File: config.mk
export PLATFORM = sky130hd
export DESIGN_NAME = add_serial_feeder
export DESIGN_NICKNAME = d
export VERILOG_FILES = /design/src/rtl/add_serial_feeder.sv
export SDC_FILE = /design/constraint.sdc
export NUM_CORES = 1
export LEC_CHECK = 0
export CORE_AREA = 2 2 109 111
export CTS_BUF_LIST = sky130_fd_sc_hd__clkbuf_8
export DETAILED_ROUTE_END_ITERATION = 8
export DIE_AREA = 0 0 111 113
export PLACE_DENSITY = 0.64
export SKIP_CTS_REPAIR_TIMING = 1
export SYNTH_ARGS = -nofsm -noshare
export SYNTH_HDL_FRONTEND = slang
export SYNTH_SLANG_ARGS = --single-unit
export TNS_END_PERCENT = 100
File: constraint.sdc
create_clock -name clk -period 3.31 [get_ports clk]
set_input_delay 0.662 -clock clk [delete_from_list [all_inputs] [get_ports clk]]
set_output_delay 0.662 -clock clk [all_outputs]
set_load 0.03 [all_outputs]
File: src/rtl/add_serial_feeder.sv
// add_serial_feeder: operand sequencer in front of the serial adder.
// Queues (a,b) pairs in a small FIFO, launches one add at a time with a
// single-cycle add_en pulse, waits a fixed number of cycles for the adder's
// result and then offers it on a valid/ready result port.
module add_serial_feeder #(
   parameter int WIDTH      = 8,
   parameter int DEPTH      = 4,
   parameter int ADD_CYCLES = 10
) (
   input  logic             clk,
   input  logic             rst,
   input  logic             in_valid,
   output logic             in_ready,
   input  logic [WIDTH-1:0] in_a,
   input  logic [WIDTH-1:0] in_b,
   output logic             add_en,
   output logic [WIDTH-1:0] add_a,
   output logic [WIDTH-1:0] add_b,
   input  logic [WIDTH-1:0] add_out,
   output logic             res_valid,
   input  logic             res_ready,
   output logic [WIDTH-1:0] res_sum
);

   localparam int AW = $clog2(DEPTH);
   localparam int PW = AW + 1;
   localparam int CW = $clog2(ADD_CYCLES + 1);

   typedef enum logic [1:0] {
      IDLE   = 2'd0,
      LAUNCH = 2'd1,
      WAIT   = 2'd2,
      HOLD   = 2'd3
   } state_t;

   state_t           state;
   logic [CW-1:0]    cnt;
   logic [WIDTH-1:0] mem_a [DEPTH];
   logic [WIDTH-1:0] mem_b [DEPTH];
   logic [PW-1:0]    wr_ptr;
   logic [PW-1:0]    rd_ptr;
   logic             full;
   logic             empty;
   logic             push;
   logic             pop;

   // Extra pointer MSB distinguishes full from empty when the low bits match.
   assign full  = (wr_ptr[PW-1] != rd_ptr[PW-1]) &&
                  (wr_ptr[AW-1:0] == rd_ptr[AW-1:0]);
   assign empty = (wr_ptr == rd_ptr);

   // in_ready depends on full only, so a full FIFO refuses even while popping.
   assign in_ready = !full;
   assign push     = in_valid && !full;

   // Pop whenever the FSM launches: from IDLE, or straight from HOLD on handshake.
   assign pop = !empty && ((state == IDLE) || (state == HOLD && res_ready));

   // Operand storage; the head becomes visible to the FSM one cycle after a push.
   always_ff @(posedge clk) begin
      if (push) begin
         mem_a[wr_ptr[AW-1:0]] <= in_a;
         mem_b[wr_ptr[AW-1:0]] <= in_b;
      end
   end

   // FIFO pointers; a simultaneous push and pop leaves occupancy unchanged.
   always_ff @(posedge clk or posedge rst) begin
      if (rst) begin
         wr_ptr <= '0;
         rd_ptr <= '0;
      end else begin
         if (push) wr_ptr <= wr_ptr + PW'(1);
         if (pop)  rd_ptr <= rd_ptr + PW'(1);
      end
   end

   // Launch / wait / hold sequencer with registered outputs.
   always_ff @(posedge clk or posedge rst) begin
      if (rst) begin
         state     <= IDLE;
         cnt       <= '0;
         add_en    <= 1'b0;
         add_a     <= '0;
         add_b     <= '0;
         res_valid <= 1'b0;
         res_sum   <= '0;
      end else begin
         unique case (state)
            IDLE: begin
               if (pop) begin
                  add_a  <= mem_a[rd_ptr[AW-1:0]];
                  add_b  <= mem_b[rd_ptr[AW-1:0]];
                  add_en <= 1'b1;
                  state  <= LAUNCH;
               end
            end
            LAUNCH: begin
               add_en <= 1'b0;
               cnt    <= CW'(ADD_CYCLES - 1);
               state  <= WAIT;
            end
            WAIT: begin
               if (cnt == '0) begin
                  res_sum   <= add_out;
                  res_valid <= 1'b1;
                  state     <= HOLD;
               end else begin
                  cnt <= cnt - CW'(1);
               end
            end
            HOLD: begin
               if (res_ready) begin
                  res_valid <= 1'b0;
                  if (pop) begin
                     add_a  <= mem_a[rd_ptr[AW-1:0]];
                     add_b  <= mem_b[rd_ptr[AW-1:0]];
                     add_en <= 1'b1;
                     state  <= LAUNCH;
                  end else begin
                     state <= IDLE;
                  end
               end
            end
            default: state <= IDLE;
         endcase
      end
   end

endmodule

Word level (Yosys, flattened, before mapping)
Memories as Yosys holds them, arrays and structs flattened.
Index checks and enable logic that the tools add are counted.
{"block": "word_totals", "mem_bits_rw": 64, "in_bits": 28, "mem_count": 2, "elab_cells": 64, "reg_bits": 38}
{"block": "classes", "addsub": 3, "reduce_logical": 19, "mux": 21, "eq_ne": 10}
{"memory": "mem_a", "words": 4, "word_bits": 8, "rd": 1, "rd_ports_with_merged_regs": 0, "write_ports": 1, "line": "38", "source": "logic [WIDTH-1:0] mem_a [DEPTH];"}
{"memory": "mem_b", "words": 4, "word_bits": 8, "rd": 1, "rd_ports_with_merged_regs": 0, "write_ports": 1, "line": "39", "source": "logic [WIDTH-1:0] mem_b [DEPTH];"}
{"op": "8-bit two-way mux", "count": 4}
{"op": "8-bit one-hot mux with 2 select lines", "count": 2}
{"op": "2-bit inequality test, second input constant", "count": 4}
{"op": "2-bit one-hot mux with 4 select lines", "count": 1}
{"op": "4-bit one-hot mux with 2 select lines", "count": 1}
{"op": "2-bit AND reduction", "count": 4}
{"op": "1-bit two-way mux", "count": 7}
{"op": "3-bit by 1-bit adder with 3-bit output, second input constant", "count": 2}
{"op": "2-bit two-way mux", "count": 3}
{"op": "3-bit AND reduction", "count": 2}
{"op": "2-bit nonzero test", "count": 3}
{"op": "2-bit == test, second input constant", "count": 2}
{"op": "1-bit logical AND", "count": 4}
{"op": "4-bit logical NOT", "count": 1}
{"op": "4-bit two-way mux", "count": 1}
{"op": "4-bit by 1-bit subtractor with 4-bit output, second input constant", "count": 1}
{"op": "3-bit == test", "count": 1}
{"op": "1-bit one-hot mux with 3 select lines", "count": 1}
{"op": "3-bit nonzero test", "count": 1}
{"op": "2-bit by 1-bit == test with 1-bit output, second input constant", "count": 1}
{"op": "2-bit == test", "count": 1}
{"op": "1-bit logical NOT", "count": 2}
{"op": "2-bit logical NOT", "count": 1}
{"op": "1-bit one-hot mux with 2 select lines", "count": 1}
{"op": "other kinds (2)", "count": 2}

Logic depth before layout (Yosys ltp)
{"block": "depth", "depth_word": 7, "mapped_depth": 7, "depth_no_buf": 6}

Worst setup path before layout
Ideal clock, no wire load.
{"block": "synth_path", "path_type": "reg-to-reg", "from": "register rd_ptr[1]", "to": "register wr_ptr[2]", "synth_period_minus_slack_ns": 2.027, "setup_slack_ns": 1.283, "arrival_time_ns": 1.873, "setup_ns": 0.154, "path_stages_with_launch": 6, "path_buffers": 1, "t_required_ns": 3.156, "path_cell_list": "dfrtp_1 buf_4 xnor2_2 nand3b_1 and3_1 xor2_1"}
{"block": "synth_via", "elab_chain_len": 4}
{"element": "start: declaration", "line": "41", "source": "logic [PW-1:0] rd_ptr;"}
{"element": "start signal: assignment", "line": "74", "source": "if (pop) rd_ptr <= rd_ptr + PW'(1);"}
{"element": "2-bit == test", "line": "49", "source": "(wr_ptr[AW-1:0] == rd_ptr[AW-1:0]);"}
{"element": "1-bit logical AND", "line": "48", "source": "assign full = (wr_ptr[PW-1] != rd_ptr[PW-1]) &&"}
{"element": "1-bit logical NOT"}
{"element": "net in_ready", "line": "13", "source": "output logic in_ready,"}
{"element": "1-bit logical AND", "line": "54", "source": "assign push = in_valid && !full;"}
{"element": "end signal: assignment", "line": "73", "source": "if (push) wr_ptr <= wr_ptr + PW'(1);"}
{"element": "end: declaration", "line": "40", "source": "logic [PW-1:0] wr_ptr;"}
The timed path passes the listed nets, and every way through them passes these cells.
A chain may end at the register's enable or synchronous reset.

Worst setup path in the final report
{"block": "layout_path", "from": "register rd_ptr[2]", "to": "output in_ready"}
{"block": "layout_via", "elab_chain_len": 3}
{"element": "1-bit inequality test", "line": "48"}
{"element": "1-bit logical AND", "line": "48"}
{"element": "1-bit logical NOT", "line": "53", "source": "assign in_ready = !full;"}
{"element": "end: declaration", "line": "13"}
Every way passes these cells.

==> flow_metrics.py <==
metrics = {
    "run_status": {
        "status": "complete, no violations",
    },
    "setup_path": {
        "worstReg2RegEnd": "add_b[5]$_DFFE_PP0P_",
        "reg2reg_depth": 5,
        "critPathKind": "reg -> out",
        "reg2reg_slack_ns": 1.15,
        "cp-end-kind": "primary output",
        "cp_slowest_cell": "clkdlybuf4s50_1",
        "worst_r2r_startpoint": "state[0]$_DFFE_PP0P_",
        "arrival_ns": 2.05,
        "worstPathCellList": "xnor2_2 -> nand3b_1 -> clkdlybuf4s50_1",
        "worstPathRequired_ns": 2.65,
        "start_kind": "register",
        "crit_fanout": 6,
        "max_stage_delay_ns": 0.71,
    },
    "pwr": {
        "power_density_nw_per_um2": 951,
        "irDropWorstVdd_mv": 0.436,
        "cellLeakagePower_nw": 1.93,
    },
    "hold_path": {
        "hp-class": "reg -> reg",
        "min-delay-start": "res_sum[5]$_DFFE_PP0P_",
        "hold_depth": 1,
        "worstHoldEndpoint": "res_sum[5]$_DFFE_PP0P_",
    },
    "logic_synthesis": {
        "synthDistinctLibCells": 35,
        "synth_area_leaders": "edfxtp_1, dfrtp_1, mux4_2, mux2_2, ha_1",
        "seq_area_frac_synth_pct": 68.4,
        "yosysMostFrequentCell": "edfxtp_1",
        "synth_top_area_share_pct": 45.7,
        "async_flop_share_pct": 37.3,
        "synth_area_per_cell_um2": 18.8,
        "synthCells": 224,
        "synth-edff-count": 64,
        "yosysTopAreaCell": "edfxtp_1",
        "ys.flop_type": "edfxtp_1",
        "synth_common_cells": "edfxtp_1, dfrtp_1, mux2_2",
        "ys_ff_latch": 102,
        "synth_area_um2": 4200,
        "syn-num-nets": 265,
        "yosysWarnings": 0,
    },
    "cts": {
        "clk_path_buf_depth": 2,
        "clock-root-buffer": "clkbuf_8",
        "insertion_delay_ns": 0.36,
        "cts.sinks": 102,
        "cts-htree-levels": 3,
        "numCtsBuffers": 9,
        "cts_tree": "built",
        "clkTransAtPathRegs_ns": 0.09,
    },
    "drt": {
        "drcViolationCount": 0,
        "drtIter0Drc": 52,
        "viasPerCell": 4.94,
        "dr_total_vias": 2165,
        "wl_per_cell_um": 16.9,
        "first_pass_iters": 6,
        "wirelength_um": 7400,
        "antenna_left": 0,
    },
    "timing": {
        "slew-limit-headroom_pct": 42.3,
        "setup-tns-final_ns": 0,
        "final.setup_skew_ns": 0.0130,
        "finalMaxSlewViolations": 0,
        "fin_crit_ns": 2.71,
        "worst_slew_pin_slew_ns": 0.866,
        "rsz0062_at_grt": "false",
        "hold_viol_final": 0,
        "post-route-period-util_pct": 81.9,
        "setup_viol": 0,
        "max_freq_ghz": 0.369,
    },
    "global_routing": {
        "first_global_vias": 2320,
        "antenna_found_initial": 0,
        "track_usage_pct": 12.6,
        "grt-ovfl-total": 0,
        "grt_start_max_net_pins": 28,
        "grt_pass1_wl_um": 11900,
    },
    "final_layout": {
        "nets": 331,
        "final_util_pct": 45.1,
        "area_growth_pct": 21.1,
        "num_antenna_cells": 0,
        "drive_above_1_share_pct": 20.7,
        "final_area_um2": 5090,
        "fillerInstances": 1010,
    },
    "floorplan": {
        "start_util_pct": 37.3,
        "row_count": 39,
        "ios": 55,
        "fp.coreArea_um2": 11300,
        "fp.dieH_um": 113,
        "die_w_um": 111,
        "die_area_um2": 12500,
    },
    "place": {
        "placed_area_um2": 4920,
        "portBuffers": 54,
        "gp_congestion": 0.697,
        "hpwl_um": 4910,
    },
    "run": {
        "max_cap_viol_count": 0,
    },
}
## routing by layer
| metal | routed length, µm | vias to the layer above | global-route usage, % |
|---|---|---|---|
| met1 | 3030 | 1106 | 14.3 |
| li1 | - | 991 | - |
| met5 | 0 | - | 0 |
| met2 | 3930 | 54 | 22.9 |
| met3 | 326 | 14 | 3.70 |
| met4 | 112 | 0 | 4.08 |
## logic make-up (layout without fill, tap and decap cells)
| kind of cell | count (synthesis) | after routing | synth area share (%) |
|---|---|---|---|
| buffers and inverters | 13 | 84 | 1.88 |
| adders and majority gates | 13 | 13 | 3.87 |
| muxes | 43 | 43 | 17.2 |
| DFF | 102 | 102 | 68.4 |
| AOI/OAI and AO/OA | 18 | 18 | 2.92 |
| and+or+nand+nor | 28 | 28 | 3.72 |
| xor gates and xnor gates | 7 | 7 | 2.00 |
## area by class of cell
type                    instances  area, µm²  share of cell area, %
clock buffers                   9        124                   2.44
repair buffers                 61        593                   11.7
multi-input cells             109       1250                   24.6
inverters                       7       26.3                  0.517
clock inverters                 7       41.3                  0.812
flip-flops and latches        102       2870                   56.5
well taps                     143        179                   3.52
## where the power goes
group	leakage, nW	switching [mW]	internal (mW)	total, mW
Clock	0.0900	0.409	0.270	0.679
Sequential	1.04	0.212	1.78	2.00
Combinational	0.792	1.10	1.07	2.16
## per-stage QoR
step / hold WS [ns] / worst slack [ns] / power (mW) / cells
after floorplan: 0.470 / 1.28 / 3.56 / 224
after global placement: 0.490 / 0.728 / 4.17 / 422
after detailed placement: 0.497 / 0.698 / 4.23 / 422
after CTS: 0.517 / 0.571 / 4.92 / 438
after global routing: 0.524 / 0.451 / 5.15 / 438
final: 0.509 / 0.600 / 4.84 / 438
## flip-flops by register name, indices dropped and copies added, names as in the netlist
signal	cells
mem_a	32
mem_b	32
add_a	8
add_b	8
res_sum	8
cnt	4
rd_ptr	3
wr_ptr	3
state	2
add_en	1
res_valid	1
## placed cells by master (no fill, tap or decap), types with 4 or more instances in the layout
cell / n
a21oi_1: 6
and3_1: 4
buf_4: 7
clkbuf_8: 9
clkdlybuf4s50_1: 54
dfrtp_1: 38
edfxtp_1: 64
ha_1: 13
inv_1: 9
mux2_2: 17
mux2_4: 10
mux4_1: 6
mux4_2: 10
nand2_1: 4
nor2_1: 6
o21ai_0: 6
## how the worst max path moves through the flow
stage / start / to / slack (ns) / cells past startpoint
4_1_cts: wr_ptr[0]$_DFFE_PP0P_ / in_ready / 0.57 / 3
2_1_floorplan: rd_ptr[1]$_DFFE_PP0P_ / wr_ptr[2]$_DFFE_PP0P_ / 1.28 / 5
6_report: rd_ptr[2]$_DFFE_PP0P_ / in_ready / 0.60 / 3
3_5_place_dp: res_ready / add_b[5]$_DFFE_PP0P_ / 0.70 / 4
3_3_place_gp: res_ready / add_b[4]$_DFFE_PP0P_ / 0.73 / 4
5_1_grt: wr_ptr[1]$_DFFE_PP0P_ / in_ready / 0.45 / 3
## worst max-delay path: cells and delay by family (launching register included)
family,cells,cell delay (ns)
buffers and inverters,1,0.71
xor gates and xnor gates,1,0.31
DFF,1,0.43
and+or+nand+nor,1,0.25
No activity file was read; power rests on OpenSTA's default activity.
